<file path="config.mk">
export PLATFORM = sky130hd
export DESIGN_NAME = program_loader_flat
export DESIGN_NICKNAME = d
export VERILOG_FILES = /design/src/rtl/loader_pkg.sv /design/src/rtl/program_loader_if.sv /design/src/rtl/program_loader_word_packer.sv /design/src/rtl/program_loader.sv /design/src/flat_wrapper.sv
export SDC_FILE = /design/constraint.sdc
export NUM_CORES = 1
export LEC_CHECK = 0
export ABC_AREA = 1
export CORE_MARGIN = 10
export CORE_UTILIZATION = 59
export CTS_CLUSTER_SIZE = 24
export DETAILED_ROUTE_END_ITERATION = 6
export PLACE_DENSITY = 0.85
export SYNTH_ARGS = -nofsm -noshare
export SYNTH_HDL_FRONTEND = slang
export SYNTH_HIERARCHICAL = 1
export SYNTH_SLANG_ARGS = --single-unit
</file>
<file path="constraint.sdc">
create_clock -name clk -period 5.5 [get_ports clk]
set_input_delay 1.1 -clock clk [delete_from_list [all_inputs] [get_ports clk]]
set_output_delay 1.1 -clock clk [all_outputs]
set_load 0.005 [all_outputs]
</file>
<file path="src/rtl/loader_pkg.sv">
// Shared definitions for the program loader: FSM state encoding and
// stream framing constants.
package loader_pkg;

    typedef enum logic [2:0] {
        ST_HDR0,
        ST_HDR1,
        ST_DATA,
        ST_CSUM,
        ST_DONE,
        ST_ERROR
    } loader_state_t;

    localparam int HDR_BYTES      = 2;
    localparam int BYTES_PER_WORD = 4;

endpackage

</file>
<file path="src/rtl/program_loader_if.sv">
// Byte-stream input, instruction-memory write port and status lines of the
// program loader. The loader connects through the slave modport; whatever
// feeds the stream and watches the status uses the master modport.
interface program_loader_if;

    logic        in_valid;
    logic [7:0]  in_data;
    logic        in_ready;
    logic        imem_we;
    logic [31:0] imem_addr;
    logic [31:0] imem_wdata;
    logic        cpu_reset;
    logic        done;
    logic        error;

    modport master (
        output in_valid, in_data,
        input  in_ready, imem_we, imem_addr, imem_wdata, cpu_reset, done, error
    );

    modport slave (
        input  in_valid, in_data,
        output in_ready, imem_we, imem_addr, imem_wdata, cpu_reset, done, error
    );

endinterface

</file>
<file path="src/rtl/program_loader_word_packer.sv">
// word_packer: collects bytes (first byte least significant) into 32-bit
// words. word_end flags the strobe carrying the last byte of a word;
// word/word_valid present the completed word on the following cycle.
module word_packer
    import loader_pkg::*;
(
    input  logic        clk,
    input  logic        reset,
    input  logic [7:0]  byte_data,
    input  logic        byte_stb,
    output logic        word_end,
    output logic [31:0] word,
    output logic        word_valid
);

    localparam logic [1:0] LAST_IDX = 2'(BYTES_PER_WORD - 1);

    logic [1:0]  idx_p0;
    logic [23:0] part_p0;
    logic [31:0] word_p1;
    logic        vld_p1;

    assign word_end   = byte_stb && (idx_p0 == LAST_IDX);
    assign word       = word_p1;
    assign word_valid = vld_p1;

    // Byte position within the current word and the one-cycle word strobe.
    always_ff @(posedge clk) begin
        if (reset) begin
            idx_p0 <= '0;
            vld_p1 <= 1'b0;
        end else begin
            vld_p1 <= word_end;
            if (byte_stb)
                idx_p0 <= word_end ? 2'd0 : idx_p0 + 2'd1;
        end
    end

    // Partial word shifts in from the top so the first byte ends up lowest.
    always_ff @(posedge clk) begin
        if (byte_stb && !word_end)
            part_p0 <= {byte_data, part_p0[23:8]};
    end

    // Completed word; cleared by reset so the write bus idles at zero.
    always_ff @(posedge clk) begin
        if (reset)
            word_p1 <= '0;
        else if (word_end)
            word_p1 <= {byte_data, part_p0};
    end

endmodule

</file>
<file path="src/rtl/program_loader.sv">
// program_loader: receives a byte stream (16-bit LE word count, then the
// words LE), writes each word to instruction memory and holds the CPU in
// reset until the whole program is in place.
// Optional feature macro LOADER_CHECKSUM_EN: a trailing XOR checksum byte
// over all data bytes is checked before the load is declared done.
module program_loader
    import loader_pkg::*;
#(
    parameter int          MAX_WORDS = 256,
    parameter logic [31:0] BASE_ADDR = 32'h0000_0000
) (
    input  logic           clk,
    input  logic           reset,
    program_loader_if.slave bus
);

    localparam logic [31:0] MAX_W = 32'(MAX_WORDS);

    loader_state_t state, state_nx;

    logic        xfer;
    logic        pk_stb;
    logic        word_end;
    logic        word_vld;
    logic        last_word;
    logic [31:0] word;
    logic [7:0]  n_lo;
    logic [15:0] hdr_n;
    logic [15:0] n_words;
    logic [15:0] wcnt;
    logic [31:0] addr;

    assign hdr_n     = {bus.in_data, n_lo};
    assign xfer      = bus.in_valid && bus.in_ready;
    assign pk_stb    = xfer && (state == ST_DATA);
    // The previous word is always written before the next one completes,
    // so wcnt equals the index of the word now being finished.
    assign last_word = word_end && (wcnt == n_words - 16'd1);

    word_packer u_packer (
        .clk        (clk),
        .reset      (reset),
        .byte_data  (bus.in_data),
        .byte_stb   (pk_stb),
        .word_end   (word_end),
        .word       (word),
        .word_valid (word_vld)
    );

    // Header bytes; only meaningful once the matching header state has passed.
    always_ff @(posedge clk) begin
        if (xfer && state == ST_HDR0)
            n_lo <= bus.in_data;
        if (xfer && state == ST_HDR1)
            n_words <= hdr_n;
    end

    // Word counter and write address advance once per memory write.
    always_ff @(posedge clk) begin
        if (reset) begin
            wcnt <= '0;
            addr <= BASE_ADDR;
        end else if (word_vld) begin
            wcnt <= wcnt + 16'd1;
            addr <= addr + 32'd4;
        end
    end

`ifdef LOADER_CHECKSUM_EN
    logic [7:0] csum;

    // Running XOR of every data byte accepted.
    always_ff @(posedge clk) begin
        if (reset)
            csum <= '0;
        else if (pk_stb)
            csum <= csum ^ bus.in_data;
    end
`else
    logic fin_p1;

    // Marks the cycle of the final write (or the empty-program header) so
    // DONE is entered on the cycle after it.
    always_ff @(posedge clk) begin
        if (reset)
            fin_p1 <= 1'b0;
        else
            fin_p1 <= (xfer && state == ST_HDR1 && hdr_n == 16'd0) || last_word;
    end
`endif

    // State register.
    always_ff @(posedge clk) begin
        if (reset)
            state <= ST_HDR0;
        else
            state <= state_nx;
    end

    // Next-state decode and status outputs.
    always_comb begin
        state_nx       = state;
        bus.in_ready   = 1'b0;
        bus.imem_we    = 1'b0;
        bus.imem_addr  = addr;
        bus.imem_wdata = word;
        bus.cpu_reset  = 1'b1;
        bus.done       = 1'b0;
        bus.error      = 1'b0;

        case (state)
            ST_HDR0: begin
                if (xfer)
                    state_nx = ST_HDR1;
            end
            ST_HDR1: begin
                if (xfer) begin
                    if ({16'd0, hdr_n} > MAX_W)
                        state_nx = ST_ERROR;
`ifdef LOADER_CHECKSUM_EN
                    else if (hdr_n == 16'd0)
                        state_nx = ST_CSUM;
`endif
                    else
                        state_nx = ST_DATA;
                end
            end
            ST_DATA: begin
`ifdef LOADER_CHECKSUM_EN
                if (last_word)
                    state_nx = ST_CSUM;
`else
                if (fin_p1)
                    state_nx = ST_DONE;
`endif
            end
`ifdef LOADER_CHECKSUM_EN
            ST_CSUM: begin
                if (xfer)
                    state_nx = (bus.in_data == csum) ? ST_DONE : ST_ERROR;
            end
`endif
            ST_DONE:  ;
            ST_ERROR: ;
            default:  state_nx = ST_ERROR;
        endcase

        if (!reset) begin
            bus.in_ready  = (state == ST_HDR0) || (state == ST_HDR1) ||
                            (state == ST_DATA) || (state == ST_CSUM);
            bus.imem_we   = word_vld && (state != ST_ERROR);
            bus.cpu_reset = (state != ST_DONE);
            bus.done      = (state == ST_DONE);
            bus.error     = (state == ST_ERROR);
        end
    end

endmodule

</file>
<file path="src/flat_wrapper.sv">
// flat-port wrapper written by rule: the top's interface ports become plain ports
module program_loader_flat import loader_pkg::*;
#(
    parameter int          MAX_WORDS = 256,
    parameter logic [31:0] BASE_ADDR = 32'h0000_0000
)
  (clk, reset, bus_in_valid, bus_in_data, bus_in_ready, bus_imem_we, bus_imem_addr, bus_imem_wdata, bus_cpu_reset, bus_done, bus_error);
  program_loader_if bus_i ();
  input  logic clk;
  input  logic reset;
  input wire logic [$bits(bus_i.in_valid)-1:0] bus_in_valid;
  input wire logic [$bits(bus_i.in_data)-1:0] bus_in_data;
  output wire logic [$bits(bus_i.in_ready)-1:0] bus_in_ready;
  output wire logic [$bits(bus_i.imem_we)-1:0] bus_imem_we;
  output wire logic [$bits(bus_i.imem_addr)-1:0] bus_imem_addr;
  output wire logic [$bits(bus_i.imem_wdata)-1:0] bus_imem_wdata;
  output wire logic [$bits(bus_i.cpu_reset)-1:0] bus_cpu_reset;
  output wire logic [$bits(bus_i.done)-1:0] bus_done;
  output wire logic [$bits(bus_i.error)-1:0] bus_error;
  assign bus_i.in_valid = bus_in_valid;
  assign bus_i.in_data = bus_in_data;
  assign bus_in_ready = bus_i.in_ready;
  assign bus_imem_we = bus_i.imem_we;
  assign bus_imem_addr = bus_i.imem_addr;
  assign bus_imem_wdata = bus_i.imem_wdata;
  assign bus_cpu_reset = bus_i.cpu_reset;
  assign bus_done = bus_i.done;
  assign bus_error = bus_i.error;
  program_loader #(.MAX_WORDS(MAX_WORDS), .BASE_ADDR(BASE_ADDR)) u_core (.clk(clk), .reset(reset), .bus(bus_i));
endmodule
</file>
==> flow_metrics.py <==
metrics = {
    "status": {
        "outcome": "finished with violations",
        "violations": "DRC",
    },
    "clocking": {
        "cts-hold-fix-buffers": 0,
        "post_cts_buffers": 0,
        "insertion_delay_ps": 530,
        "cts_made_buffers": 17,
        "cts_num_sinks": 133,
        "clk_pin_slew_ps": 60,
        "cts-resized-gates": 0,
        "cts_tree": "done",
        "htreeDepth": 4,
        "clk_root_buffer_cell": "clkbuf_8",
        "clk_path_buf_depth": 2,
    },
    "placement": {
        "place_ws_ps": 1530,
        "gp_congestion": 0.967,
        "dpl_cell_area_mm2": 0.00683,
        "port_buffers": 77,
        "place_inst": 970,
        "dp_hpwl_um": 10800,
    },
    "yosys": {
        "ys.warnings.count": 6,
        "syn_area_mm2": 0.00595,
        "synth.area.top_cells": "dfxtp_1, edfxtp_1, nand2_1, nor2_1, inv_1",
        "avgSynthCellArea_um2": 7.70,
        "synth_top_area_cell": "dfxtp_1",
        "synthDistinctLibCells": 34,
        "synth_top_area_share": 0.286,
        "synthCells": 773,
        "synth_seq_area_share": 0.528,
        "ys_seq_elements": 133,
    },
    "die": {
        "row_count": 36,
        "io_pins": 80,
        "start_util": 0.606,
        "die_area_mm2": 0.0145,
        "core_area_mm2": 0.00982,
        "die_h_um": 120,
        "die_w_um": 120,
    },
    "pwr": {
        "cellLeakagePower_nw": 3.05,
        "total_power_mw": 2.12,
        "powerDensity_mw_per_mm2": 288,
        "max-vdd-ir-drop_mv": 0.258,
    },
    "sta": {
        "worst_hold_slack_ps": 453,
        "period_minus_slack_ps": 4030,
        "fin_tns_setup_ps": 0,
        "hold_viol_final": 0,
        "setup_viol": 0,
        "postLayoutSetupSlackWorst_ps": 1470,
        "fmax_mhz": 248,
        "relSlewSlack": 0.361,
        "worst_slew_pin_slew_ps": 952,
        "clock-skew-final_ps": 5.78,
        "rsz0062_at_grt": "false",
        "post-route-period-util": 0.733,
        "drv_slew": 0,
    },
    "critical_path": {
        "end_kind": "primary output",
        "required_ps": 4400,
        "crit_fanout": 15,
        "worst_setup_path_start_kind": "input port",
        "timing_worst_setup_path_type": "input port to primary output",
        "critPathArrivalTime_ps": 2930,
    },
    "routing": {
        "drc_errors": 6,
        "drt.antenna.violating_nets": 0,
        "vias": 5308,
        "first_pass_iters": 7,
        "vias_per_cell": 5.30,
        "wl_per_cell_um": 15.6,
        "drt-initial-drc-count": 474,
        "wl_um": 15600,
    },
    "global_route": {
        "track_usage": 0.218,
        "overflow": 0,
        "first_global_vias": 5249,
        "grt_pass1_wl_um": 25400,
        "grt_max_degree": 67,
        "antenna_found_initial": 0,
    },
    "layout": {
        "design_area_mm2": 0.00737,
        "fillers": 697,
        "final_common_cell": "nand2_1",
        "mostFrequentLayoutCells": "nand2_1, nor2_1, inv_1",
        "area_growth_pct": 23.8,
        "final_cells": 1001,
        "drive_above_1_share": 0.0588,
        "finish.utilization": 0.750,
        "antennaDiodeCount": 0,
        "final_nets": 871,
    },
    "hold_path": {
        "hold_class": "flip-flop to flip-flop",
    },
    "run": {
        "maxCapViolCount": 0,
    },
}
metal layers:
metal	track usage	share of wire	up-vias
li1	-	-	2591
met1	0.237	0.39	2490
met2	0.386	0.52	195
met3	0.0758	0.071	32
met4	0.0754	0.021	0
met5	0	0	-
worst max-delay path, cell delays in order:
cell,delay (ps)
clkdlybuf4s50_1,780
nor3_1,460
clkdlybuf4s50_1,580
path summary, 6_finish.rpt:
check                                             startpoint                     endpoint  slack (ps)  cells past startpoint
worst max-delay path                                   reset                     bus_done        1470                      3
worst min register to register      u_core/n_lo[4]$_DFFE_PP_  u_core/n_words[4]$_DFFE_PP_         450                      0
worst min-delay path                u_core/n_lo[4]$_DFFE_PP_  u_core/n_words[4]$_DFFE_PP_         450                      0
worst max register to register  u_core/state[1]$_SDFFE_PP0P_     u_core/fin_p1$_SDFF_PP0_        3080                     15
cell usage after synthesis:
| cell | number |
|---|---|
| a211oi_1 | 3 |
| a21oi_1 | 37 |
| a311oi_1 | 1 |
| and3_1 | 1 |
| buf_1 | 1 |
| buf_2 | 4 |
| buf_4 | 2 |
| buf_6 | 2 |
| clkbuf_1 | 9 |
| clkinv_1 | 5 |
| conb_1 | 1 |
| dfxtp_1 | 85 |
| edfxtp_1 | 48 |
| ha_1 | 4 |
| inv_1 | 112 |
| inv_2 | 4 |
| nand2_1 | 188 |
| nand2_2 | 5 |
| nand3_1 | 26 |
| nand3b_1 | 3 |
| nand4_1 | 9 |
| nor2_1 | 144 |
| nor2_2 | 3 |
| nor2_4 | 4 |
| nor3_1 | 21 |
| nor4_1 | 4 |
| nor4_2 | 1 |
| o21a_1 | 2 |
| o21ai_0 | 23 |
| o21ai_1 | 7 |
| o221a_2 | 1 |
| or2_2 | 1 |
| xnor2_1 | 5 |
| xor2_1 | 7 |
sequential cells by signal, summed over array words and instances (netlist names):
| register | count |
|---|---|
| u_core/state | 3 |
| u_core/fin_p1 | 1 |
| u_core/u_packer/idx_p0 | 2 |
| u_core/n_words | 16 |
| u_core/wcnt | 16 |
| u_core/u_packer/part_p0 | 24 |
| u_core/n_lo | 8 |
| u_core/u_packer/word_valid | 1 |
| u_core/bus.imem_addr | 30 |
| u_core/u_packer/word | 32 |
logic make-up after synthesis:
group | Yosys count | synth area share
AOI/OAI and AO/OA | 74 | 0.0660
xor gates and xnor gates | 12 | 0.0177
DFF | 133 | 0.528
and+or+nand+nor | 410 | 0.287
adders and majority gates | 4 | 0.00841
other | 1 | 0.000630
buffers and inverters | 139 | 0.0923
final cells by class:
class                      instances  area, um^2  share of cell area
clock buffer                      22         464              0.0630
clock inverter                     9        77.6              0.0105
inverter                         121         454              0.0617
multi-input combinational        502        2260               0.307
sequential                       133        3140               0.427
tap                              133         166              0.0226
timing repair buffer              81         801               0.109
power breakdown:
group | switching [mW] | total (mW) | internal (mW)
Sequential | 0.00498 | 1.03 | 1.02
Clock | 0.414 | 1.04 | 0.631
Combinational | 0.0339 | 0.0506 | 0.0167
Total | 0.453 | 2.12 | 1.67
Note: power is estimated with default switching activity, not from simulation.
